<file path="config.mk">
export PLATFORM = sky130hd
export DESIGN_NAME = irq_ctrl_flat
export DESIGN_NICKNAME = d
export VERILOG_FILES = /design/src/rtl/irq_ctrl_if.sv /design/src/rtl/irq_ctrl.sv /design/src/flat_wrapper.sv
export SDC_FILE = /design/constraint.sdc
export NUM_CORES = 1
export LEC_CHECK = 0
export ABC_CLOCK_PERIOD_IN_PS = 2029
export BUFFER_PORTS_ARGS = -buffer_cell sky130_fd_sc_hd__buf_2
export CORE_MARGIN = 4
export CORE_UTILIZATION = 44
export DETAILED_ROUTE_END_ITERATION = 10
export PLACE_DENSITY = 0.82
export REMOVE_ABC_BUFFERS = 1
export SLEW_MARGIN = 20
export SYNTH_ARGS = -nofsm -noshare
export SYNTH_HDL_FRONTEND = slang
export SYNTH_SLANG_ARGS = --single-unit
</file>
<file path="constraint.sdc">
create_clock -name clk -period 2.03 [get_ports clk]
set_input_delay 0.5075 -clock clk [delete_from_list [all_inputs] [get_ports clk]]
set_output_delay 0.5075 -clock clk [all_outputs]
set_load 0.01 [all_outputs]
</file>
<file path="src/rtl/irq_ctrl_if.sv">
// irq_ctrl_if: bridge-side register bus of the interrupt controller.
// The bridge drives address, strobes and write data; the controller returns read data.
interface irq_ctrl_if;
    logic [1:0]  Addr;
    logic        WE;
    logic        RE;
    logic [31:0] Din;
    logic [31:0] Dout;
    modport master (output Addr, WE, RE, Din, input Dout);
    modport slave (input Addr, WE, RE, Din, output Dout);
endinterface

</file>
<file path="src/rtl/irq_ctrl.sv">
// irq_ctrl: memory-mapped interrupt controller with edge/level capture, masking and claim/EOI.
// Define IRQC_ROUND_ROBIN_EN to rotate priority after each EOI instead of fixed source-0-first.
module irq_ctrl #(
    parameter int N_SRC = 6,
    parameter int ID_W  = 5
) (
    input  logic             clk,
    input  logic             reset,
    input  logic [N_SRC-1:0] Src,
    irq_ctrl_if.slave        bus,
    output logic             IRQ
);
    typedef enum logic [1:0] {IDLE, ASSERT, SERVICE} state_t;
    state_t             r_state;
    logic [N_SRC-1:0]   r_s1, r_s2, r_mask, r_mode, r_pend;
    logic [ID_W-1:0]    r_act_id;
    logic               r_irq;
    logic [N_SRC-1:0]   w_rise, w_elig, w_act_hot, w_w1c, w_clr, w_pend_nx, w_rot;
    logic [2*N_SRC-1:0] w_dbl;
    logic [ID_W-1:0]    w_base, w_pos, w_win;
    logic [ID_W:0]      w_sum;
    logic               w_act_elig, w_claim, w_eoi, w_unused;
    logic [31:0]        w_claim_rd;

    assign w_rise     = r_s1 & ~r_s2;
    assign w_elig     = r_pend & r_mask;
    assign w_act_hot  = N_SRC'(1) << r_act_id;
    assign w_act_elig = |(w_elig & w_act_hot);
    assign w_claim    = bus.RE && !bus.WE && bus.Addr == 2'd3 && r_state == ASSERT && w_act_elig;
    assign w_eoi      = bus.WE && bus.Addr == 2'd3 && r_state == SERVICE && bus.Din[ID_W-1:0] == r_act_id;
    assign w_w1c      = (bus.WE && bus.Addr == 2'd1) ? bus.Din[N_SRC-1:0] : '0;
    assign w_clr      = w_w1c | (w_claim ? w_act_hot : '0);
    // A rise in the same cycle as a clear keeps the bit pending.
    assign w_pend_nx  = (r_mode & (w_rise | (r_pend & ~w_clr))) | (~r_mode & r_s1);
    assign w_claim_rd = (r_state == IDLE) ? '0 : {r_state == ASSERT, {(31-ID_W){1'b0}}, r_act_id};
    assign bus.Dout   = (bus.Addr == 2'd0) ? 32'(r_mask) :
                        (bus.Addr == 2'd1) ? 32'(r_pend) :
                        (bus.Addr == 2'd2) ? 32'(r_mode) : w_claim_rd;
    assign IRQ        = r_irq;
    assign w_unused   = ^{bus.Din, w_dbl[2*N_SRC-1:N_SRC]};

`ifdef IRQC_ROUND_ROBIN_EN
    logic [ID_W-1:0] r_rr_ptr;
    always_ff @(posedge clk or posedge reset)
        if (reset) r_rr_ptr <= '0;
        else if (w_eoi) r_rr_ptr <= (r_act_id == ID_W'(N_SRC - 1)) ? '0 : r_act_id + 1'b1;
    assign w_base = r_rr_ptr;
`else
    assign w_base = '0;
`endif

    // Rotate eligible bits so the search always starts at w_base, then map back.
    assign w_dbl = {w_elig, w_elig} >> w_base;
    assign w_rot = w_dbl[N_SRC-1:0];

    always_comb begin
        w_pos = '0;
        for (int i = N_SRC - 1; i >= 0; i--) w_pos = w_rot[i] ? ID_W'(i) : w_pos;
        w_sum = {1'b0, w_pos} + {1'b0, w_base};
        w_win = (w_sum >= (ID_W+1)'(N_SRC)) ? ID_W'(w_sum - (ID_W+1)'(N_SRC)) : w_sum[ID_W-1:0];
    end

    always_ff @(posedge clk or posedge reset)
        if (reset) begin
            r_s1     <= '0;
            r_s2     <= '0;
            r_mask   <= '0;
            r_mode   <= '0;
            r_pend   <= '0;
            r_state  <= IDLE;
            r_irq    <= 1'b0;
            r_act_id <= '0;
        end else begin
            r_s1   <= Src;
            r_s2   <= r_s1;
            r_pend <= w_pend_nx;
            if (bus.WE && bus.Addr == 2'd0) r_mask <= bus.Din[N_SRC-1:0];
            if (bus.WE && bus.Addr == 2'd2) r_mode <= bus.Din[N_SRC-1:0];
            case (r_state)
                IDLE:
                    if (|w_elig) begin
                        r_act_id <= w_win;
                        r_state  <= ASSERT;
                        r_irq    <= 1'b1;
                    end
                ASSERT:
                    if (!w_act_elig || w_claim) begin
                        r_state <= w_act_elig ? SERVICE : IDLE;
                        r_irq   <= 1'b0;
                    end
                SERVICE:
                    if (w_eoi) r_state <= IDLE;
                default: begin
                    r_state <= IDLE;
                    r_irq   <= 1'b0;
                end
            endcase
        end
endmodule

</file>
<file path="src/flat_wrapper.sv">
// flat-port wrapper written by rule: the top's interface ports become plain ports
module irq_ctrl_flat 
#(
    parameter int N_SRC = 6,
    parameter int ID_W  = 5
)
  (clk, reset, Src, IRQ, bus_Addr, bus_WE, bus_RE, bus_Din, bus_Dout);
  irq_ctrl_if bus_i ();
  input  logic clk;
  input  logic reset;
  input  logic [N_SRC-1:0] Src;
  output logic IRQ;
  input wire logic [$bits(bus_i.Addr)-1:0] bus_Addr;
  input wire logic [$bits(bus_i.WE)-1:0] bus_WE;
  input wire logic [$bits(bus_i.RE)-1:0] bus_RE;
  input wire logic [$bits(bus_i.Din)-1:0] bus_Din;
  output wire logic [$bits(bus_i.Dout)-1:0] bus_Dout;
  assign bus_i.Addr = bus_Addr;
  assign bus_i.WE = bus_WE;
  assign bus_i.RE = bus_RE;
  assign bus_i.Din = bus_Din;
  assign bus_Dout = bus_i.Dout;
  irq_ctrl #(.N_SRC(N_SRC), .ID_W(ID_W)) u_core (.clk(clk), .reset(reset), .Src(Src), .bus(bus_i), .IRQ(IRQ));
endmodule
</file>
==> results.tsv <==
metric	value	unit
synth unique cells	49	
Starting Density	46.00	%
CTS tree	built	
Setup CP Type	flop to output pin	
Worst Skew	0.003607	ns
DR vias	1536	
hold_buf cts	0	
H-tree levels	2	
Post-synth top flop	dfrtp_1	
pin count of the biggest net entering global routing	38	
Area Growth Syn to Fin	11.91	%
Synth Warn #	0	
residual DRC count	0	
Final Max Tran Viols	0	
Filler cells	400	
post-DR wirelength/cell	17.09	µm
TritonCTS Buffers	5	
Final setup viols	3	
post-layout min period	2.218	ns
Avg Inst Size Synth	10.79	µm²
share of post-route cells with drive strength above 1	29.22	%
sequential-to-total area share from yosys stat	45.91	%
Worst VDD drop	502.2	µV
total routed wirelength	4631	µm
FFs w/ async S/R, synth	100.0	%
Crit path arrival time	1.71	ns
Max FO, Critical Path	4	
FF+latch count, synth	37	
Top Ports	77	
DRT Pass-1 Iters	4	
Met1 Wirelength	1941	µm
clk buf depth	2	
Antenna Nets Post-Route	0	
number of vias per cell	5.668	
first-pass GRT wire length	7162	µm
Clock transition at path regs	0.07	ns
max_slew headroom	66.83	%
leakage	1.023	nW
Die Y	75.71	µm
Reg-to-Reg Start	u_core.r_act_id[1]	
DR iter-0 viols	107	
width of the die	75.71	µm
Max-Cap Viols	0	
Post-synth EDFFs	0	
routed wl met3	424	µm
I/O Buffers	25	
critical path startpoint	u_core.r_state[0]	
global placer's final weighted congestion	0.8512	
crit end category	output pin	
worst hold slack	0.3076	ns
antenna cell count	0	
Post-DP HPWL	3200	µm
gr ovfl total	0	
die area	5731	µm²
failing checks	negative setup slack	
highest routed layer	met4	
Worst Setup Slack, final	-0.1879	ns
pre-CTS setup slack	0.07722	ns
status	finished with violations	
Core ar.	4384	µm²
Worst-Margin Slew	0.4851	ns
Req. time, crit path	1.52	ns
FMAX	450.9	MHz
Fin. Hold Viols	0	
unrepaired setup endpoints after global routing	true	
site row count	24	
# nets final	263	
cells after synthesis	187	
total track usage	17.23	%
Startpoint Class	flop	
min-delay worst type	input port to async pin	
initial antenna violation count	0	
Tcrit/Tclk final	109.3	%
Syn Std Cell Area	2017	µm²
number of global-route vias before repair	1451	
PwrDens	1042	nW/µm²
metal2 WL	2221	µm
Clock Latency Late Sink	0.29	ns
CTS sink cnt	37	
Root Buffer	clkbuf_8	
## layer usage
layer,track usage [%],vias to the layer above
li1,-,698
met1,22.17,763
met2,27.61,70
met3,5.805,5
met4,5.243,0
met5,0,-
## registers in the layout (all words and copies together), names as in the netlist
name             flops
u_core.r_s2          6
u_core.IRQ           1
u_core.r_act_id      4
u_core.r_mask        6
u_core.r_s1          6
u_core.r_mode        6
u_core.r_pend        6
u_core.r_state       2
## cells in the mapped netlist (2+ instances only)
library cell	number	area, µm²
a32o_1	2	20.02
nand3b_1	3	22.52
inv_1	4	15.01
a31oi_1	9	56.30
dfrtp_1	37	925.9
nand2b_1	3	18.77
clkbuf_1	3	11.26
or4b_1	2	20.02
buf_1	2	7.510
a211oi_1	2	15.01
buf_4	25	187.7
nand3_1	2	10.01
xor2_1	3	26.28
o22ai_1	2	12.51
nor2b_1	2	12.51
mux2_2	12	135.1
o31ai_1	3	22.52
mux4_2	3	67.56
a21boi_0	4	30.03
a21oi_1	7	35.03
and2_0	3	18.77
a32oi_1	4	35.03
and3b_1	2	17.52
nor2_1	4	15.01
a22oi_1	2	15.01
nand2_1	18	67.56
buf_6	2	22.52
## cells by family (layout without fill, tap and decap cells)
logic type / after synthesis / in the layout / synth area share [%]
simple gates: 51 / 51 / 14.83
buf+inv: 37 / 45 / 12.34
xor+xnor: 3 / 3 / 1.303
compound gates: 42 / 42 / 14.89
mux: 16 / 16 / 10.55
flops: 37 / 37 / 45.91
other cells: 1 / 25 / 0.1859
## through the flow
step	cells	power, W	util [%]	setup TNS (ns)	area, µm²
floorplan	178	0.001480	-	0	1873
global placement	262	0.001710	48.26	0	2116
detailed placement	262	0.001741	48.26	0	2116
CTS	270	0.002314	50.91	-0.5754	2232
global route	271	0.002494	51.48	-0.7020	2257
finish	271	0.002351	51.48	-0.5502	2257
## critical path, stage by stage (launching register included)
cell and delay, ns:
dfrtp_1 0.38, or2_4 0.28, and2_4 0.16, mux4_2 0.47, buf_6 0.14
## worst paths after layout
kind,endpoint,slack [ns],cells past startpoint
min in group clk,u_core.r_s1[2],0.32,1
worst max register to register,u_core.r_pend[3],0.21,4
worst min register to register,u_core.r_s2[1],0.37,0
max in group asynchronous,u_core.r_s1[0],1.38,3
worst min-delay path,u_core.r_s1[4],0.31,3
worst max-delay path,bus_Dout[2],-0.19,4
## where the power goes
group          leakage, nW  switching (W)  internal (W)  total, W
registers            0.440       0.000149      0.000865   0.00101
logic                0.539       0.000413      0.000407  0.000820
clock network       0.0443       0.000247      0.000269  0.000516
total                 1.02       0.000810       0.00154   0.00235
## layout by cell type, fill, tap and decap left out, drive strengths merged, types with 2 or more instances in the layout
cell type,count
nand2,18
xor2,3
or4b,2
mux2,12
nand2b,3
and3b,2
o31ai,3
a31oi,9
buf,34
nor2,4
a21oi,7
a22oi,2
nand3,2
a32oi,4
o22ai,3
nor2b,2
dfrtp,37
inv,4
a21boi,4
clkbuf,7
o21ai,2
nand3b,3
conb,25
a32o,2
mux4,3
and2,4
a211oi,2
## timing repair
action | in CTS | in global routing
endpoints found under the setup margin | 5 | 6
pin swaps | 3 | 0
buffers inserted | 2 | 1
resized for setup | 6 | 6
## cell type report
cell class | count | area, µm² | share of cell area, %
Clock buffer | 7 | 86.33 | 3.825
Inverter | 4 | 15.01 | 0.6652
Multi-Input combinational cell | 137 | 949.7 | 42.07
Sequential cell | 37 | 925.9 | 41.02
Tap cell | 52 | 65.06 | 2.882
Timing Repair Buffer | 34 | 215.2 | 9.534
No activity file was read; power rests on OpenSTA's default activity.
